**src/rtl/fifo_wr_ctrl_if.sv**
```systemverilog
// Write-side bundle of the async FIFO: producer push, RAM write port,
// read-pointer crossing and write-domain status flags.
interface fifo_wr_ctrl_if #(
  parameter int DATA_WIDTH = 8,
  parameter int ADDR_WIDTH = 4
);
  logic                  wr_req;
  logic [DATA_WIDTH-1:0] wr_data_in;
  logic                  ovf_clr;
  logic [ADDR_WIDTH:0]   rd_gptr_async;

  logic                  wr_en;
  logic [ADDR_WIDTH-1:0] wr_addr;
  logic [DATA_WIDTH-1:0] wr_data;
  logic [ADDR_WIDTH:0]   wr_gptr;
  logic                  full;
  logic                  almost_full;
  logic [ADDR_WIDTH:0]   wr_level;
  logic                  overflow;

  // master: the write controller; slave: producer, RAM and read domain
  modport master (
    input  wr_req, wr_data_in, ovf_clr, rd_gptr_async,
    output wr_en, wr_addr, wr_data, wr_gptr, full, almost_full, wr_level, overflow
  );

  modport slave (
    output wr_req, wr_data_in, ovf_clr, rd_gptr_async,
    input  wr_en, wr_addr, wr_data, wr_gptr, full, almost_full, wr_level, overflow
  );
endinterface

```
**src/rtl/fifo_wr_ctrl.sv**
```systemverilog
// Async FIFO write-side controller: binary/Gray write pointers, read-pointer
// synchroniser, zero-latency RAM write port and registered status flags.
module fifo_wr_ctrl #(
  parameter int DATA_WIDTH = 8,
  parameter int ADDR_WIDTH = 4,
  parameter int AF_MARGIN  = 2
) (
  input  logic           wr_clk,
  input  logic           wr_rst_n,
  fifo_wr_ctrl_if.master bus
);

  localparam int AW    = ADDR_WIDTH;
  localparam int PW    = ADDR_WIDTH + 1;
  localparam int DEPTH = 2 ** ADDR_WIDTH;
  localparam logic [PW-1:0] AF_LEVEL = PW'(DEPTH - AF_MARGIN);

  function automatic logic [PW-1:0] gray2bin(input logic [PW-1:0] g);
    logic [PW-1:0] b;
    b[PW-1] = g[PW-1];
    for (int i = PW - 2; i >= 0; i--) begin
      b[i] = b[i+1] ^ g[i];
    end
    return b;
  endfunction

  logic [PW-1:0] rd_gptr_s1_q, rd_gptr_s2_q;
  logic [PW-1:0] wr_bptr_q,    wr_bptr_d;
  logic [PW-1:0] wr_gptr_q,    wr_gptr_d;
  logic [PW-1:0] wr_level_q,   wr_level_d;
  logic          full_q,        full_d;
  logic          almost_full_q, almost_full_d;
  logic          overflow_q,    overflow_d;
  logic [PW-1:0] rd_bptr_s;
  logic [PW-1:0] full_match;
  logic          accept;

  // Two-flop synchroniser for the read-domain Gray pointer.
  // NOTE: sequential state uses non-blocking assignments so every flop samples
  // the pre-edge value of its source, which is what makes s1 -> s2 a real chain.
  always_ff @(posedge wr_clk or negedge wr_rst_n) begin
    if (!wr_rst_n) begin
      rd_gptr_s1_q <= '0;
      rd_gptr_s2_q <= '0;
    end else begin
      rd_gptr_s1_q <= bus.rd_gptr_async;
      rd_gptr_s2_q <= rd_gptr_s1_q;
    end
  end

  // NOTE: every signal written here gets a value on every path (computed
  // unconditionally), so no latch can be inferred.
  always_comb begin
    // Gating with the reset keeps the RAM from seeing a write while reset is held.
    accept        = bus.wr_req & ~full_q & wr_rst_n;
    wr_bptr_d     = wr_bptr_q + PW'(accept);
    wr_gptr_d     = wr_bptr_d ^ (wr_bptr_d >> 1);
    rd_bptr_s     = gray2bin(rd_gptr_s2_q);
    full_match    = {~rd_gptr_s2_q[AW:AW-1], rd_gptr_s2_q[AW-2:0]};
    full_d        = (wr_gptr_d == full_match);
    wr_level_d    = wr_bptr_d - rd_bptr_s;
    almost_full_d = (wr_level_d >= AF_LEVEL);
    // A set in the same cycle as a clear wins.
    overflow_d    = (bus.wr_req & full_q) | (overflow_q & ~bus.ovf_clr);
  end

  always_ff @(posedge wr_clk or negedge wr_rst_n) begin
    if (!wr_rst_n) begin
      wr_bptr_q     <= '0;
      wr_gptr_q     <= '0;
      wr_level_q    <= '0;
      full_q        <= 1'b0;
      almost_full_q <= 1'b0;
      overflow_q    <= 1'b0;
    end else begin
      wr_bptr_q     <= wr_bptr_d;
      wr_gptr_q     <= wr_gptr_d;
      wr_level_q    <= wr_level_d;
      full_q        <= full_d;
      almost_full_q <= almost_full_d;
      overflow_q    <= overflow_d;
    end
  end

  // wr_gptr leaves straight from a flop: nothing glitchy crosses domains.
  assign bus.wr_en       = accept;
  assign bus.wr_addr     = wr_bptr_q[AW-1:0];
  assign bus.wr_data     = bus.wr_data_in;
  assign bus.wr_gptr     = wr_gptr_q;
  assign bus.full        = full_q;
  assign bus.almost_full = almost_full_q;
  assign bus.wr_level    = wr_level_q;
  assign bus.overflow    = overflow_q;

endmodule

```
**src/flat_wrapper.sv**
```systemverilog
// flat-port wrapper written by rule: the top's interface ports become plain ports
module fifo_wr_ctrl_flat 
#(
  parameter int DATA_WIDTH = 8,
  parameter int ADDR_WIDTH = 4,
  parameter int AF_MARGIN  = 2
)
  (wr_clk, wr_rst_n, bus_wr_req, bus_wr_data_in, bus_ovf_clr, bus_rd_gptr_async, bus_wr_en, bus_wr_addr, bus_wr_data, bus_wr_gptr, bus_full, bus_almost_full, bus_wr_level, bus_overflow);
  fifo_wr_ctrl_if #(.DATA_WIDTH(DATA_WIDTH), .ADDR_WIDTH(ADDR_WIDTH)) bus_i ();
  input  logic wr_clk;
  input  logic wr_rst_n;
  input wire logic [$bits(bus_i.wr_req)-1:0] bus_wr_req;
  input wire logic [$bits(bus_i.wr_data_in)-1:0] bus_wr_data_in;
  input wire logic [$bits(bus_i.ovf_clr)-1:0] bus_ovf_clr;
  input wire logic [$bits(bus_i.rd_gptr_async)-1:0] bus_rd_gptr_async;
  output wire logic [$bits(bus_i.wr_en)-1:0] bus_wr_en;
  output wire logic [$bits(bus_i.wr_addr)-1:0] bus_wr_addr;
  output wire logic [$bits(bus_i.wr_data)-1:0] bus_wr_data;
  output wire logic [$bits(bus_i.wr_gptr)-1:0] bus_wr_gptr;
  output wire logic [$bits(bus_i.full)-1:0] bus_full;
  output wire logic [$bits(bus_i.almost_full)-1:0] bus_almost_full;
  output wire logic [$bits(bus_i.wr_level)-1:0] bus_wr_level;
  output wire logic [$bits(bus_i.overflow)-1:0] bus_overflow;
  assign bus_i.wr_req = bus_wr_req;
  assign bus_i.wr_data_in = bus_wr_data_in;
  assign bus_i.ovf_clr = bus_ovf_clr;
  assign bus_i.rd_gptr_async = bus_rd_gptr_async;
  assign bus_wr_en = bus_i.wr_en;
  assign bus_wr_addr = bus_i.wr_addr;
  assign bus_wr_data = bus_i.wr_data;
  assign bus_wr_gptr = bus_i.wr_gptr;
  assign bus_full = bus_i.full;
  assign bus_almost_full = bus_i.almost_full;
  assign bus_wr_level = bus_i.wr_level;
  assign bus_overflow = bus_i.overflow;
  fifo_wr_ctrl #(.DATA_WIDTH(DATA_WIDTH), .ADDR_WIDTH(ADDR_WIDTH), .AF_MARGIN(AF_MARGIN)) u_core (.wr_clk(wr_clk), .wr_rst_n(wr_rst_n), .bus(bus_i));
endmodule
```
**config.mk**
```make
export PLATFORM = sky130hd
export DESIGN_NAME = fifo_wr_ctrl_flat
export DESIGN_NICKNAME = d
export VERILOG_FILES = /design/src/rtl/fifo_wr_ctrl_if.sv /design/src/rtl/fifo_wr_ctrl.sv /design/src/flat_wrapper.sv
export SDC_FILE = /design/constraint.sdc
export NUM_CORES = 1
export LEC_CHECK = 0
export BUFFER_PORTS_ARGS = -buffer_cell sky130_fd_sc_hd__buf_2
export CAP_MARGIN = 25
export CORE_MARGIN = 2
export CORE_UTILIZATION = 30
export DETAILED_ROUTE_END_ITERATION = 16
export HOLD_SLACK_MARGIN = 0.06
export REMOVE_ABC_BUFFERS = 1
export SLEW_MARGIN = 40
export SYNTH_ARGS = -nofsm -noshare
export SYNTH_HDL_FRONTEND = slang
export SYNTH_SLANG_ARGS = --single-unit
```
**constraint.sdc**
```tcl
create_clock -name wr_clk -period 2.2 [get_ports wr_clk]
set_input_delay 0.44 -clock wr_clk [delete_from_list [all_inputs] [get_ports wr_clk]]
set_output_delay 0.44 -clock wr_clk [all_outputs]
set_load 0.005 [all_outputs]
```
[After elaboration in Yosys (flattened, before gate mapping)]
Index checks and enable logic that the tools add are counted.
Storage, ports and cells
  output and inout port bits: 26
  input port bits: 17
  word-level logic and storage cells: 25
  flip-flop bits (word level): 28
Operators by class
  equality and inequality tests: 1
  bitwise gates (word level): 13
  add/subtract/negate cells: 2
  $lt $le $gt $ge: 1
Operators by type and width (count)
  $add A5 B1 Y5: 1
  $eq A5 B5 Y1: 1
  $ge A5 B4 Y1 const B: 1
  $sub A5 B5 Y5: 1
  $xor A5 B4 Y5: 1
  $and A1 B1 Y1: 4
  $xor A1 B1 Y1: 4
  $not A1 Y1: 2
  $not A2 Y2: 1
  $or A1 B1 Y1: 1

[Longest topological paths before layout]
Gate-level depths: netlist of run 1.
  depth in word-level cells: 6
  gate-level depth with buffers: 10
  mapped depth without buffers: 10

[Least setup slack after synthesis of run 1]
OpenSTA, ideal clock, no wires.
  path kind: input-to-reg
  start point: in wr_rst_n
  end point: reg u_core.almost_full_q (netlist: u_core.bus.almost_full)
  data arrival time: 2277 ps
  path slack: -224 ps
  required time: 2053 ps
  setup time: 147 ps
  stages on the path: 10
  path buffers: 0
  cells stage by stage: nand2_1 nor2_1 ha_1 ha_1 xor2_1 ha_1 nor2b_1 o21ai_0 a21o_1 o311ai_0
On the way
  longest elaborated chain between the ends: 4
RTL lines
  start: declaration: line flat_wrapper.sv:11  | input logic wr_rst_n;
  $and A1 B1 Y1: line fifo_wr_ctrl.sv:55  | accept = bus.wr_req & ~full_q & wr_rst_n;
  net bus_wr_en: line flat_wrapper.sv:16  | output wire logic [$bits(bus_i.wr_en)-1:0] bus_wr_en;
  $add A5 B1 Y5: line fifo_wr_ctrl.sv:56  | wr_bptr_d = wr_bptr_q + PW'(accept);
  net u_core.wr_bptr_d[2]: line fifo_wr_ctrl.sv:28  | logic [PW-1:0] wr_bptr_q, wr_bptr_d;
  $sub A5 B5 Y5: line fifo_wr_ctrl.sv:61  | wr_level_d = wr_bptr_d - rd_bptr_s;
  $ge A5 B4 Y1: line fifo_wr_ctrl.sv:62  | almost_full_d = (wr_level_d >= AF_LEVEL);
  net u_core.almost_full_d: line fifo_wr_ctrl.sv:32  | logic almost_full_q, almost_full_d;
  end signal: assignment: line fifo_wr_ctrl.sv:80  | almost_full_q <= almost_full_d;
  end: declaration: line fifo_wr_ctrl.sv:32
The timed path passes the listed nets, and every way through them passes these cells.

[Worst setup path in the final report of run 1]
  start point: reg u_core.rd_gptr_s2_q[4]
  end point: reg u_core.almost_full_q (netlist: u_core.bus.almost_full)
On the way
  longest elaborated chain between the ends: 6
RTL lines
  start: declaration: line fifo_wr_ctrl.sv:27  | logic [PW-1:0] rd_gptr_s1_q, rd_gptr_s2_q;
  start signal: assignment: line fifo_wr_ctrl.sv:47  | rd_gptr_s2_q <= rd_gptr_s1_q;
  $xor A1 B1 Y1 (4 in series): line fifo_wr_ctrl.sv:22  | b[i] = b[i+1] ^ g[i];
  $sub A5 B5 Y5 *: line fifo_wr_ctrl.sv:61
  $ge A5 B4 Y1 *: line fifo_wr_ctrl.sv:62
  net u_core.almost_full_d: line fifo_wr_ctrl.sv:32
Mark *: on every way through the listed nets, which the timed path passes. The rest lies on a longest branch.

==> results of run 1 <==
[metrics by stage]
| step | power [uW] | setup WS, ps | instances |
|---|---|---|---|
| 6_report | 2510 | -175 | 201 |
| 5_1_grt | 2740 | -293 | 201 |
| 4_1_cts | 2450 | -222 | 198 |
| 3_5_place_dp | 2010 | -346 | 190 |
| 3_3_place_gp | 1980 | -300 | 190 |
| 2_1_floorplan | 1460 | -224 | 93 |
[placed cells by master (no fill, tap or decap), types with 4 or more instances in the layout]
| cell type | Yosys | routed |
|---|---|---|
| buf_2 | 2 | 26 |
| buf_4 | 8 | 27 |
| dfrtp_1 | 27 | 27 |
| ha_1 | 7 | 4 |
| inv_1 | 8 | 7 |
| nand2_1 | 7 | 7 |
| xnor2_1 | 9 | 7 |
| xor2_1 | 7 | 4 |
[layout make-up]
class	count	area (um2)	share of cell area [%]
repair buffers	54	344	19.7
inverters	8	30.0	1.72
flip-flops and latches	27	676	38.6
well taps	50	62.6	3.57
multi-input cells	58	593	33.9
clock buffers	4	45.0	2.57
[critical path, delay by kind of cell, from the launching register on]
family	cells	cell delay, ps
xor gates and xnor gates	4	780
AOI/OAI and AO/OA	2	210
adders and majority gates	2	580
DFF	1	420
and+or+nand+nor	2	280
[logic make-up after synthesis]
logic type | count (synthesis) | synth area share, %
simple gates | 20 | 7.66
fa+ha+maj | 8 | 8.45
compound gates | 10 | 5.21
flops | 27 | 53.0
buf+inv | 18 | 7.86
xor+xnor | 20 | 17.8
[Yosys cell counts]
cell      instances  area [um2]
or4_1             2        15.0
a21o_1            1        7.51
o311ai_0          1        8.76
nor3b_1           1        7.51
nor2b_1           2        12.5
ha_1              7        87.6
dfrtp_1          27         676
xor2_1            7        61.3
xnor3_1           1        22.5
a21boi_0          3        22.5
xnor2_1           9        78.8
nor3_1            2        10.0
xor3_1            1        23.8
buf_2             2        10.0
nand2_1           7        26.3
xnor3_2           1        23.8
o21ai_0           3        15.0
inv_1             8        30.0
buf_4             8        60.1
nor2_1            3        11.3
o31ai_1           1        7.51
nand3_1           3        15.0
fa_1              1        20.0
xnor2_2           1        16.3
a21oi_1           1        5.00
[registers in the layout (all words and copies together) (netlist names)]
register / cells
u_core.bus.almost_full: 1
u_core.bus.full: 1
u_core.bus.overflow: 1
u_core.bus.wr_gptr: 4
u_core.bus.wr_level: 5
u_core.rd_gptr_s1_q: 5
u_core.rd_gptr_s2_q: 5
u_core.wr_bptr_q: 5
[routing by layer]
layer,vias to the layer above,routed length [um]
li1,420,-
met1,407,1090
met5,-,0
met2,34,1260
met4,0,26
met3,4,146
[worst paths after layout]
check,slack (ps),startpoint,endpoint,cells after the start
max,-180,u_core.rd_gptr_s2_q[4],u_core.bus.almost_full,10
min,200,wr_rst_n,u_core.rd_gptr_s2_q[1],2
max reg2reg,-180,u_core.rd_gptr_s2_q[4],u_core.bus.almost_full,10
min reg2reg,360,u_core.rd_gptr_s1_q[1],u_core.rd_gptr_s2_q[1],0
max in group asynchronous,1740,wr_rst_n,u_core.bus.wr_gptr[0],2
min in group wr_clk,270,bus_rd_gptr_async[3],u_core.rd_gptr_s1_q[3],1
[what timing repair did]
action / CTS / global route
gates resized for setup: 12 / 9
buffers inserted: 4 / 5
pin swaps: 8 / 10
hold buffers: 0 / 0
endpoints found under the setup margin: 6 / 6
[power breakdown]
| part | leakage, uW | total [uW] | switching, uW | internal (uW) |
|---|---|---|---|---|
| clock | 0.0000228 | 276 | 147 | 130 |
| sequential | 0.000322 | 793 | 125 | 668 |
| combinational | 0.000520 | 1440 | 604 | 833 |
| total | 0.000864 | 2510 | 875 | 1630 |
==> impl_metrics.env, run 1 <==
export IMPL_status="finished with violations"
export IMPL_violations="setup timing"
export IMPL_grt_busiest_layer="met2"
export IMPL_setup_ws_ps=-175
export IMPL_hold_class="input port to async pin"
export IMPL_placed_area_um2=1550
export IMPL_grt_max_degree=28
export IMPL_drt_pass1_iter_count=3
export IMPL_yosysWarnings=0
export IMPL_critPathKind="register to register"
export IMPL_ys_ff_latch=27
export IMPL_required_ps=2340
export IMPL_finalSetupViolations=3
export IMPL_cpPeakStageDelay_ps=420
export IMPL_fin_crit_sh_pct=108
export IMPL_dieHeight_um=69.2
export IMPL_slew_limit_headroom_pct=75.3
export IMPL_cp_slowest_cell="dfrtp_1"
export IMPL_yosysUniqueCellTypes=25
export IMPL_initialDrtViolationCount=14
export IMPL_fin_nets=177
export IMPL_hold_viol=0
export IMPL_critical_path_peak_fanout=2
export IMPL_seq_area_frac_synth_pct=53.0
export IMPL_gp_congestion=0.738
export IMPL_dpl_hpwl_mm=1.71
export IMPL_cts_buffers=3
export IMPL_clkLatencyLatePin_ps=270
export IMPL_diodes=0
export IMPL_grt_pass1_wl_mm=4.22
export IMPL_grt_util_met1_pct=13.1
export IMPL_area_growth_pct=37.4
export IMPL_grt_use_met3_pct=3.51
export IMPL_path_cells="xnor2_2 -> xor2_2 -> xor2_2 -> xnor2_1 -> ha_2 -> fa_2 -> nor2b_1 -> o21ai_1 -> nand3_1 -> o311ai_2"
export IMPL_cpMostUsedCell="xor2_2"
export IMPL_cp_start_kind="register"
export IMPL_core_area_um2=4060
export IMPL_fin_crit_ps=2380
export IMPL_fillCellCount=388
export IMPL_leakage_uw=0.000864
export IMPL_grt_antenna_before_repair=0
export IMPL_worstPathArrival_ps=2510
export IMPL_num_vias=865
export IMPL_root_buffer="clkbuf_8"
export IMPL_viasPerCell=4.30
export IMPL_initial_core_util_pct=31.4
export IMPL_netlist_instances=103
export IMPL_fin_area_um2=1750
export IMPL_io_pins=43
export IMPL_grt_usage_pct=10.7
export IMPL_end_kind="register"
export IMPL_die_w_um=69.2
export IMPL_drive_gt1_share_pct=49.0
export IMPL_rsz0062_at_grt="yes"
export IMPL_drtAntennaViolNets=0
export IMPL_grtUsageMet2_pct=17.9
export IMPL_overflow=0
export IMPL_vdd_ir_drop_max_v=0.000811
export IMPL_htreeDepth=1
export IMPL_synth_area_um2=1270
export IMPL_wire_per_inst_um=12.5
export IMPL_power_density_nw_per_um2=1430
export IMPL_port_buffers=26
export IMPL_timing_fmax_mhz=421
export IMPL_fin_skew_ps=4.59
export IMPL_clock_path_buffers=2
export IMPL_routed_wl_mm=2.52
export IMPL_fin_hold_ws_ps=201
export IMPL_utilization_pct=43.1
export IMPL_setup_tns_ps=-418
export IMPL_clock_sinks=27
export IMPL_die_area_um2=4780
export IMPL_clk_pin_slew_ps=90
export IMPL_tightest_slew_ps=368
export IMPL_slew_viol_final=0
export IMPL_syn_avg_cell_area_um2=12.4
export IMPL_grt_pass1_vias=948
export IMPL_num_rows=23
export IMPL_drc_errors=0
export IMPL_cts_tree="built"
export IMPL_maxCapViolations=0
Note: power is estimated with default switching activity, not from simulation.
==> inputs of run 2 (changes only) <==
Settings changed: ABC_AREA set to 1, ABC_CLOCK_PERIOD_IN_PS set to 2200.
==> run 2 against run 1 <==
The flow still finishes with violations (setup timing); critical path depth increased by 5; worst hold slack got worse by 31 ps; combinational power decreased by 15%; largest cell class unchanged; highest routed layer unchanged; power decreased by 10%.
==> impl_metrics.env, run 2 <==
export IMPL_status="finished with violations"
export IMPL_violations="setup timing"
export IMPL_seq_area_frac_synth_pct=50.4
export IMPL_grt_antenna_before_repair=0
export IMPL_dieHeight_um=70.8
export IMPL_slew_viol_final=0
export IMPL_dpl_cell_count=238
export IMPL_hold_viol=0
export IMPL_clock_sinks=27
export IMPL_synth_area_top_cells="dfrtp_1 50%, nand2_1 10%, nand3_1 6.7%"
export IMPL_yosysTopAreaCellShare_pct=50.4
export IMPL_end_kind="register"
export IMPL_yosysMostFrequentCell="nand2_1"
export IMPL_cp_start_kind="register"
export IMPL_initialDrtViolationCount=77
export IMPL_crit_path_start="u_core.rd_gptr_s2_q[4]"
export IMPL_rsz0062_at_grt="yes"
export IMPL_die_area_um2=5020
export IMPL_setup_ws_ps=-51.3
export IMPL_grt_usage_pct=11.7
export IMPL_fin_crit_ps=2250
export IMPL_io_pins=43
export IMPL_num_vias=1058
export IMPL_port_buffers=26
export IMPL_viasPerCell=4.32
export IMPL_die_w_um=70.8
export IMPL_clkLatencyLatePin_ps=270
export IMPL_hold_class="input port to async pin"
export IMPL_synthXorXnorAreaFrac_pct=1.96
export IMPL_drt_pass1_iter_count=4
export IMPL_netlist_instances=147
export IMPL_place_ws_ps=-171
export IMPL_routed_wl_mm=2.61
export IMPL_critPathKind="register to register"
export IMPL_grt_pass1_wl_mm=4.55
export IMPL_area_growth_pct=32.9
export IMPL_yosysUniqueCellTypes=17
export IMPL_clock_path_buffers=2
export IMPL_required_ps=2420
export IMPL_ys_ff_latch=27
export IMPL_synth_area_leader_cell="dfrtp_1"
export IMPL_fin_crit_sh_pct=102
export IMPL_synth_fa_ha_area_share_pct=8.03
export IMPL_timing_fmax_mhz=444
export IMPL_leakage_uw=0.000972
export IMPL_overflow=0
export IMPL_drive_gt1_share_pct=44.6
export IMPL_async_reset_ff_share_pct=100
export IMPL_hold_buffers=0
export IMPL_vdd_ir_drop_max_v=0.000319
export IMPL_yosysWarnings=0
export IMPL_muxShareOfSynthArea_pct=0
export IMPL_root_buffer="clkbuf_8"
export IMPL_grt_pass1_vias=1072
export IMPL_power_uw=2250
export IMPL_fin_skew_ps=1.02
export IMPL_power_density_nw_per_um2=1260
export IMPL_drc_errors=0
export IMPL_final_cell_mix="31 x nand2_1, 27 x dfrtp_1, 26 x buf_2, 24 x buf_4, 20 x inv_1"
export IMPL_drtAntennaViolNets=0
export IMPL_mostFrequentLayoutCell="nand2_1"
export IMPL_gp_congestion=0.861
export IMPL_ys_top_cells_by_count="37 x nand2_1, 27 x dfrtp_1, 22 x inv_1"
export IMPL_wire_per_inst_um=10.6
export IMPL_utilization_pct=41.2
export IMPL_slew_limit_headroom_pct=78.3
export IMPL_synth_main_ff_cell="dfrtp_1"
export IMPL_stdcell_count=245
export IMPL_fin_hold_ws_ps=170
export IMPL_dpl_hpwl_mm=1.93
export IMPL_fin_nets=219
export IMPL_r2r_start="u_core.rd_gptr_s2_q[4]"
export IMPL_htreeDepth=1
export IMPL_cts_tree="built"
export IMPL_syn_avg_cell_area_um2=9.12
export IMPL_core_area_um2=4320
export IMPL_synth_simple_area_share_pct=27.8
export IMPL_tightest_slew_ps=326
export IMPL_critical_path_peak_fanout=3
export IMPL_clk_pin_slew_ps=90
export IMPL_timing_rr_end="u_core.bus.almost_full"
export IMPL_maxCapViolations=0
export IMPL_synth_area_um2=1340
export IMPL_num_rows=24
export IMPL_r2r_cells=15
export IMPL_synth_edf_count=0
export IMPL_synth_compound_area_share_pct=1.12
export IMPL_worstPathArrival_ps=2470
export IMPL_ff2ff_setup_slack_ps=-50
export IMPL_cts_buffers=3
export IMPL_synth_top_family_by_area="simple AND/OR/NAND/NOR gates"
export IMPL_initial_core_util_pct=31.0
export IMPL_finalSetupViolations=2
export IMPL_grt_max_degree=28
export IMPL_diodes=0
==> run 2: cell count changes after synthesis, sizes merged, moves of 3 or more <==
cell	before	now
xnor2	10	3
nand3	3	20
inv	8	22
nand4	0	3
a21boi	3	0
nand2	7	46
xor2	7	0
==> run 2: per-stage QoR <==
stage	cell area [um2]	TNS (ps)
after floorplan	1280	-5.99
after global placement	1630	-238
after detailed placement	1630	-425
after CTS	1720	-76.0
after global routing	1780	-413
final	1780	-85.7
==> run 2: worst max-delay path by stage <==
stage / endpoint / slack [ps] / cells past startpoint
after floorplan: u_core.bus.almost_full / -6 / 14
after global placement: u_core.bus.almost_full / -140 / 15
after detailed placement: u_core.bus.almost_full / -170 / 15
after CTS: u_core.bus.almost_full / -40 / 14
after global routing: u_core.bus.almost_full / -180 / 15
final: u_core.bus.almost_full / -50 / 15
==> run 2: cells by family after synthesis <==
group	count (synthesis)
XOR/XNOR	3
AND/OR/NAND/NOR	76
buffers and inverters	30
adder cells (fa/ha/maj)	8
AO/OA/AOI/OAI	3
flip-flops	27
==> run 2: critical path: stages, from the launching register on <==
cell and delay (ps):
dfrtp_1 410, xnor2_2 240, or2_4 190, nand2_4 70
nand2_2 60, nand3_2 50, nand2_1 70, inv_1 40
ha_2 170, fa_2 350, inv_2 60, nand2_2 40
nand2_2 70, a21oi_2 60, or2_4 240, nand3_2 70
==> run 2: metal layers <==
layer	part of all wire [%]	GRT usage [%]	up-vias	routed length, um
met5	0	0	-	0
met4	2.8	7.13	0	72
met3	6.6	4.13	7	171
met2	45	18.2	38	1180
met1	45	13.9	467	1180
li1	-	-	546	-
==> run 2: where the power goes <==
| part | leakage, uW | switching [uW] | internal (uW) |
|---|---|---|---|
| clock network | 0.0000255 | 156 | 127 |
| logic | 0.000624 | 622 | 594 |
| registers | 0.000323 | 93.3 | 659 |
| total | 0.000972 | 872 | 1380 |
==> run 2: layout make-up <==
cell class / instances / area [um2]
Fill cell: 458 / 2540
Sequential cell: 27 / 676
Multi-Input combinational cell: 90 / 601
Timing Repair Buffer: 50 / 310
Inverter: 22 / 82.6
Tap cell: 52 / 65.1
Clock buffer: 3 / 41.3
Clock inverter: 1 / 5.00
==> run 2: repair_timing <==
| action | 4_1_cts | 5_1_grt |
|---|---|---|
| setup endpoints to repair | 3 | 4 |
| hold endpoints to repair | 0 | 0 |
| cloned | 0 | 0 |
| resized for setup | 7 | 13 |
| pin swaps | 5 | 5 |
| setup buffers | 2 | 1 |
